## src/rtl/pipeline_hazard_ctrl.sv

```systemverilog
// pipeline_hazard_ctrl: tracks post-decode stages and produces forwarding selects,
// load-use stalls and PC-redirect flushes with saturating event counters.
module pipeline_hazard_ctrl #(
    parameter int ADDRESSWIDTH = 4,
    parameter int STAGES = 3,
    parameter int LOAD_READY_STAGE = 3,
    parameter int CNTWIDTH = 16,
    localparam int SELWIDTH = $clog2(STAGES + 1)
) (
    input  logic                    clock,
    input  logic                    reset,
    input  logic                    issueValidD,
    input  logic                    writeEnableD,
    input  logic                    isLoadD,
    input  logic                    writesPCD,
    input  logic                    usesReg1D,
    input  logic                    usesReg2D,
    input  logic [ADDRESSWIDTH-1:0] reg1AddressD,
    input  logic [ADDRESSWIDTH-1:0] reg2AddressD,
    input  logic [ADDRESSWIDTH-1:0] regDestinationAddressD,
    output logic                    stallF,
    output logic                    stallD,
    output logic                    flushD,
    output logic                    flushE,
    output logic [SELWIDTH-1:0]     data1ForwardSelectorE,
    output logic [SELWIDTH-1:0]     data2ForwardSelectorE,
    output logic [STAGES-1:0]       stageValid,
    output logic [CNTWIDTH-1:0]     stallCount,
    output logic [CNTWIDTH-1:0]     flushCount
);
    logic [STAGES:1]         r_vld, r_we, r_ld, r_pc;
    logic [ADDRESSWIDTH-1:0] r_dst [STAGES:1];
    logic [ADDRESSWIDTH-1:0] r_src1, r_src2;
    logic                    r_use1, r_use2;
    logic [CNTWIDTH-1:0]     r_scnt, r_fcnt;
    logic                    w_redirect, w_hit, w_stall;
    logic [SELWIDTH-1:0]     w_sel1, w_sel2;

    assign w_redirect = r_vld[STAGES] & r_pc[STAGES];
    assign w_stall    = issueValidD & ~w_redirect & w_hit;

    // Selector loop runs oldest-to-youngest so the youngest matching producer wins.
    always_comb begin
        w_hit  = 1'b0;
        w_sel1 = '0;
        w_sel2 = '0;
        for (int j = 1; j <= STAGES; j++)
            if (j + 1 < LOAD_READY_STAGE && r_vld[j] && r_we[j] && r_ld[j] &&
                ((usesReg1D && r_dst[j] == reg1AddressD) || (usesReg2D && r_dst[j] == reg2AddressD)))
                w_hit = 1'b1;
        for (int k = STAGES; k >= 2; k--) begin
            if (r_vld[1] && r_use1 && r_vld[k] && r_we[k] && r_dst[k] == r_src1)
                w_sel1 = SELWIDTH'(k);
            if (r_vld[1] && r_use2 && r_vld[k] && r_we[k] && r_dst[k] == r_src2)
                w_sel2 = SELWIDTH'(k);
        end
    end

    assign stallF                = w_stall;
    assign stallD                = w_stall;
    assign flushD                = w_redirect;
    assign flushE                = w_stall | w_redirect;
    assign data1ForwardSelectorE = w_sel1;
    assign data2ForwardSelectorE = w_sel2;
    assign stageValid            = r_vld;
    assign stallCount            = r_scnt;
    assign flushCount            = r_fcnt;

    always_ff @(posedge clock or posedge reset) begin
        if (reset) begin
            r_vld  <= '0;
            r_we   <= '0;
            r_ld   <= '0;
            r_pc   <= '0;
            for (int k = 1; k <= STAGES; k++)
                r_dst[k] <= '0;
            r_src1 <= '0;
            r_src2 <= '0;
            r_use1 <= 1'b0;
            r_use2 <= 1'b0;
            r_scnt <= '0;
            r_fcnt <= '0;
        end else begin
            for (int k = STAGES; k >= 2; k--) begin
                r_vld[k] <= r_vld[k-1];
                r_we[k]  <= r_we[k-1];
                r_ld[k]  <= r_ld[k-1];
                r_pc[k]  <= r_pc[k-1];
                r_dst[k] <= r_dst[k-1];
            end
            // A stalled decode instruction leaves an all-zero bubble in Execute.
            r_vld[1] <= issueValidD & ~w_stall;
            r_we[1]  <= writeEnableD & ~w_stall;
            r_ld[1]  <= isLoadD & ~w_stall;
            r_pc[1]  <= writesPCD & ~w_stall;
            r_dst[1] <= w_stall ? '0 : regDestinationAddressD;
            r_src1   <= w_stall ? '0 : reg1AddressD;
            r_src2   <= w_stall ? '0 : reg2AddressD;
            r_use1   <= usesReg1D & ~w_stall;
            r_use2   <= usesReg2D & ~w_stall;
            if (w_redirect) begin
                r_vld  <= '0;
                r_we   <= '0;
                r_ld   <= '0;
                r_pc   <= '0;
                for (int k = 1; k <= STAGES; k++)
                    r_dst[k] <= '0;
                r_src1 <= '0;
                r_src2 <= '0;
                r_use1 <= 1'b0;
                r_use2 <= 1'b0;
            end
            if (w_stall && ~&r_scnt)
                r_scnt <= r_scnt + CNTWIDTH'(1);
            if (w_redirect && ~&r_fcnt)
                r_fcnt <= r_fcnt + CNTWIDTH'(1);
        end
    end
endmodule

```

## config.mk

```make
export PLATFORM = sky130hd
export DESIGN_NAME = pipeline_hazard_ctrl
export DESIGN_NICKNAME = d
export VERILOG_FILES = /design/src/rtl/pipeline_hazard_ctrl.sv
export SDC_FILE = /design/constraint.sdc
export NUM_CORES = 1
export LEC_CHECK = 0
export CAP_MARGIN = 15
export CELL_PAD_IN_SITES_DETAIL_PLACEMENT = 0
export CELL_PAD_IN_SITES_GLOBAL_PLACEMENT = 1
export CORE_UTILIZATION = 43
export DETAILED_ROUTE_END_ITERATION = 16
export GPL_ROUTABILITY_DRIVEN = 0
export PLACE_DENSITY = 0.92
export SLEW_MARGIN = 20
export SYNTH_ARGS = -nofsm -noshare
export SYNTH_HDL_FRONTEND = slang
export SYNTH_SLANG_ARGS = --single-unit
```

## constraint.sdc

```tcl
create_clock -name clock -period 5.23 [get_ports clock]
set_input_delay 0.523 -clock clock [delete_from_list [all_inputs] [get_ports clock]]
set_output_delay 0.523 -clock clock [all_outputs]
set_load 0.05 [all_outputs]
```

# Yosys cells after proc, flatten, opt, wreduce, memory -nomap -nowiden
# Index checks and enable logic that the tools add are counted.
# word_totals
regBits	64
out_inout_bits	43
elab_cells	76
# classes
eq_ne	6
bitwise	12
muxes	17
addsub	2
reduce_logical	26
# op_table
operator	n
adder 16 x 1 -> 16 bit (second input constant)	2
AND reduction 16 bit	2
equality test 4 bit	6
logical AND 1 bit	21
2-to-1 mux 4 bit	5
2-to-1 mux 12 bit	1
bitwise AND 1 bit	9
2-to-1 mux 3 bit	3
2-to-1 mux 2 bit	4
2-to-1 mux 1 bit	4
logical NOT 1 bit	2
inverter 1 bit	2
logical OR 1 bit	1
bitwise OR 1 bit	1

# Logic depth before layout (Yosys ltp)
# depth
depth_word	9
mapped_depth	7
depth_no_buf	6

# Least setup slack after synthesis
# Ideal clock, no wire load.
# synth_timing
path_kind	register -> output
start	register r_vld, in the netlist stageValid[0]
end	output port data1ForwardSelectorE[1]
arrival_ps	2538
n_path_buf	0
slack_ps	2169
path_stages_with_launch	3
cell_sequence	dfrtp_1 -> nand2_1 -> o41ai_1
# synth_via
elab_chain_cells	6
elab_cells_between_ends	9
# synth_lines
item	line_no	text
from (decl)	31	logic [STAGES:1] r_vld, r_we, r_ld, r_pc;
from (signal, indexed assignment)	85	r_vld[k] <= r_vld[k-1];
logical AND 1 bit *	52	if (r_vld[1] && r_use1 && r_vld[k] && r_we[k] && r_dst[k] == r_src1)
logical AND 1 bit (3 in series)	52	
2-to-1 mux 2 bit	52	
2-to-1 mux 2 bit *	52	
to (decl)	25	output logic [SELWIDTH-1:0] data1ForwardSelectorE,
# Every way passes the cells marked *; elsewhere a longest branch is shown, timed or not.

# Worst setup path in the final report
# layout_timing
start	input port issueValidD
end	output port stallD
# layout_via
elab_chain_cells	2
# layout_lines
item	line_no	text
from (decl)	12	input logic issueValidD,
bitwise AND 1 bit (2 in series)	40	assign w_stall = issueValidD & ~w_redirect & w_hit;
to (decl)	22	output logic stallD,
# No other way between the ends.

==> reports/results.tsv <==
metric	value	unit
IO Pins	63	
Async SR Flop Fraction	100	%
Data arrival, critical path	2.79	ns
Via Count	2052	
Die Wd	84.6	µm
Rel. slew slack	47.7	%
first-pass GRT wire length	9770	µm
EDFF count, synth	0	
Filler cells	559	
clock root buffer	clkbuf_8	
cell family with most CP delay	buffers and inverters	
hold_buf cts	0	
Hold WC Path Type	reg -> reg	
Post-Syn Nets	282	
global route total overflow	0	
crit-path max FO	17	
Setup Buffers After CTS	0	
DRT Wirelength	5760	µm
Netlist cell types	39	
Port Buf Inserts	62	
mean post-synth cell area	11.3	µm²
crit end category	output port	
Setup CP Type	in -> out	
Routed Antenna Nets	0	
initial antenna violation count	0	
# resized after CTS	0	
CP max stage delay	0.90	ns
register area	0.00160	mm²
P_leak	0.00162	µW
area delta synth->final	30.8	%
run status	finished, final reports clean	
fin crit share	63.4	%
power density cells	347	mW/mm²
total global-route track usage	17.7	%
Synth area leader	dfrtp_1	
Worst Clk Skew	0.0112	ns
per-cell routed wire length	14.1	µm
DRT Pass-1 Iters	12	
clk sinks	64	
diode count	0	
clk_lat worst skew	0.33	ns
DRC errors left	0	
top-count cell post-synth	dfrtp_1	
HPWL after DPL	4110	µm
Pins Over Slew Limit	0	
cell count after synthesis	260	
Synth Flop Type	dfrtp_1	
GR peak layer	met2	
CORE AREA	0.00646	mm²
vias per std cell	5.02	
CP cell instances	clkdlybuf4s50_1, a21boi_1, nand4_1, o22ai_4, clkdlybuf4s50_1	
post-synthesis sequential area ratio	54.5	%
CP max-delay cell	clkdlybuf4s50_1	
DRT iter0 DRCs	82	
total CTS buffers	9	
Worst-path clk slew	0.07	ns
die area	0.00716	mm²
Finish-stage setup viols	0	
largest cells by area after synthesis	dfrtp_1, xnor2_1, and2_1, xor2_1, nand4_1	
Synth Register Bits	64	
crit path time final	3.32	ns
met3 track demand over resource	4.03	%
setup TNS	0	ns
Buf+Inv Stages, Crit Path	2	
CP most frequent cell	clkdlybuf4s50_1	
largest net degree at the start of global routing	65	
Slew @ Worst Pin	0.785	ns
CTS tree	yes	
maximum vdd drop	0.295	mV
global-route met2 utilization	27.9	%
Worst EP required	4.71	ns
Achievable Freq	301	MHz
row count	29	
htree depth	3	
fraction of layout cells with a size suffix above 1	7.53	%
number of global-route vias before repair	2064	
Synth Cell Area	0.00294	mm²
final hold vios	0	
Commonest cells post-synth	dfrtp_1, xnor2_1, and2_1, nand3_1, nand4_1	
buffer depth of the longest clock path	2	
CP Launch Type	input pin	
GR Util met1	23.2	%
area of the multi-input gates	0.00128	mm²
Die H	84.6	µm
initial core utilization	45.5	%
Ys Warns	0	
RSZ-0062 raised after global routing	no	
total chip power	1330	µW
top cell type's share of synthesized area	54.5	%
max_cap viols	0	
layout net count	350	
state kept, by name, summed over array words and instances, names as in the netlist:
| register | count |
|---|---|
| flushCount | 16 |
| r_dst | 12 |
| r_ld | 1 |
| r_pc | 3 |
| r_src1 | 4 |
| r_src2 | 4 |
| r_use1 | 1 |
| r_use2 | 1 |
| r_we | 3 |
| stageValid | 3 |
| stallCount | 16 |
final cells by class:
type,instances,area share [%]
Clock inverter,3,1.69
Tap cell,77,2.51
Multi-Input combinational cell,187,33.4
Sequential cell,64,41.7
Inverter,3,0.293
Timing Repair Buffer,63,16.3
Clock buffer,12,4.04
stage by stage:
stage	util, %	area [µm²]	cells	setup slack [ns]	hold slack (ns)
2_1_floorplan	-	2940	260	2.17	0.428
3_3_place_gp	56.1	3620	394	1.96	0.434
3_5_place_dp	56.1	3620	394	1.88	0.438
4_1_cts	59.5	3840	409	1.88	0.447
5_1_grt	59.5	3840	409	1.74	0.476
6_report	59.5	3840	409	1.91	0.439
worst paths after layout:
kind	startpoint	end	slack [ns]	cells past startpoint
worst max-delay path	issueValidD	stallD	1.91	5
worst min-delay path	r_pc[1]	r_pc[2]	0.44	1
worst max register to register	stageValid[2]	flushCount[5]	3.38	6
worst min register to register	r_pc[1]	r_pc[2]	0.44	1
max in group asynchronous	reset	r_pc[1]	3.96	3
min in group asynchronous	reset	flushCount[5]	0.73	3
cells in the final DEF (no fill, tap or decap), drive strengths merged, types with 2 or more instances in the layout:
master	instances
and2	32
ha	2
nand3	17
xor2	11
dfrtp	64
inv	3
and4	3
mux2	2
xnor2	41
a31oi	3
clkbuf	12
and3	11
nor2	13
nor3	7
nand4	16
bufinv	2
o22ai	2
clkdlybuf4s50	62
nand2	15
a21boi	3
per-layer routing:
metal / vias to the layer above / part of all wire (%)
met3: 8 / 3.6
met5: - / 0
met2: 48 / 48
li1: 1020 / -
met4: 0 / 1.8
met1: 976 / 47
report_power, final:
part	leakage (µW)	switching [µW]	internal, µW
combinational	0.000684	161	112
sequential	0.000828	50.8	545
clock	0.000112	175	291
cells by family (layout without fill, tap and decap cells):
kind of cell / count (synthesis) / in the layout / share of synthesized area, %
compound gates: 12 / 12 / 3.49
mux: 2 / 2 / 0.767
fa+ha+maj: 2 / 2 / 0.852
simple gates: 119 / 119 / 23.1
flops: 64 / 64 / 54.5
xor+xnor: 52 / 52 / 15.5
buf+inv: 9 / 81 / 1.70
No activity file was read; power rests on OpenSTA's default activity.
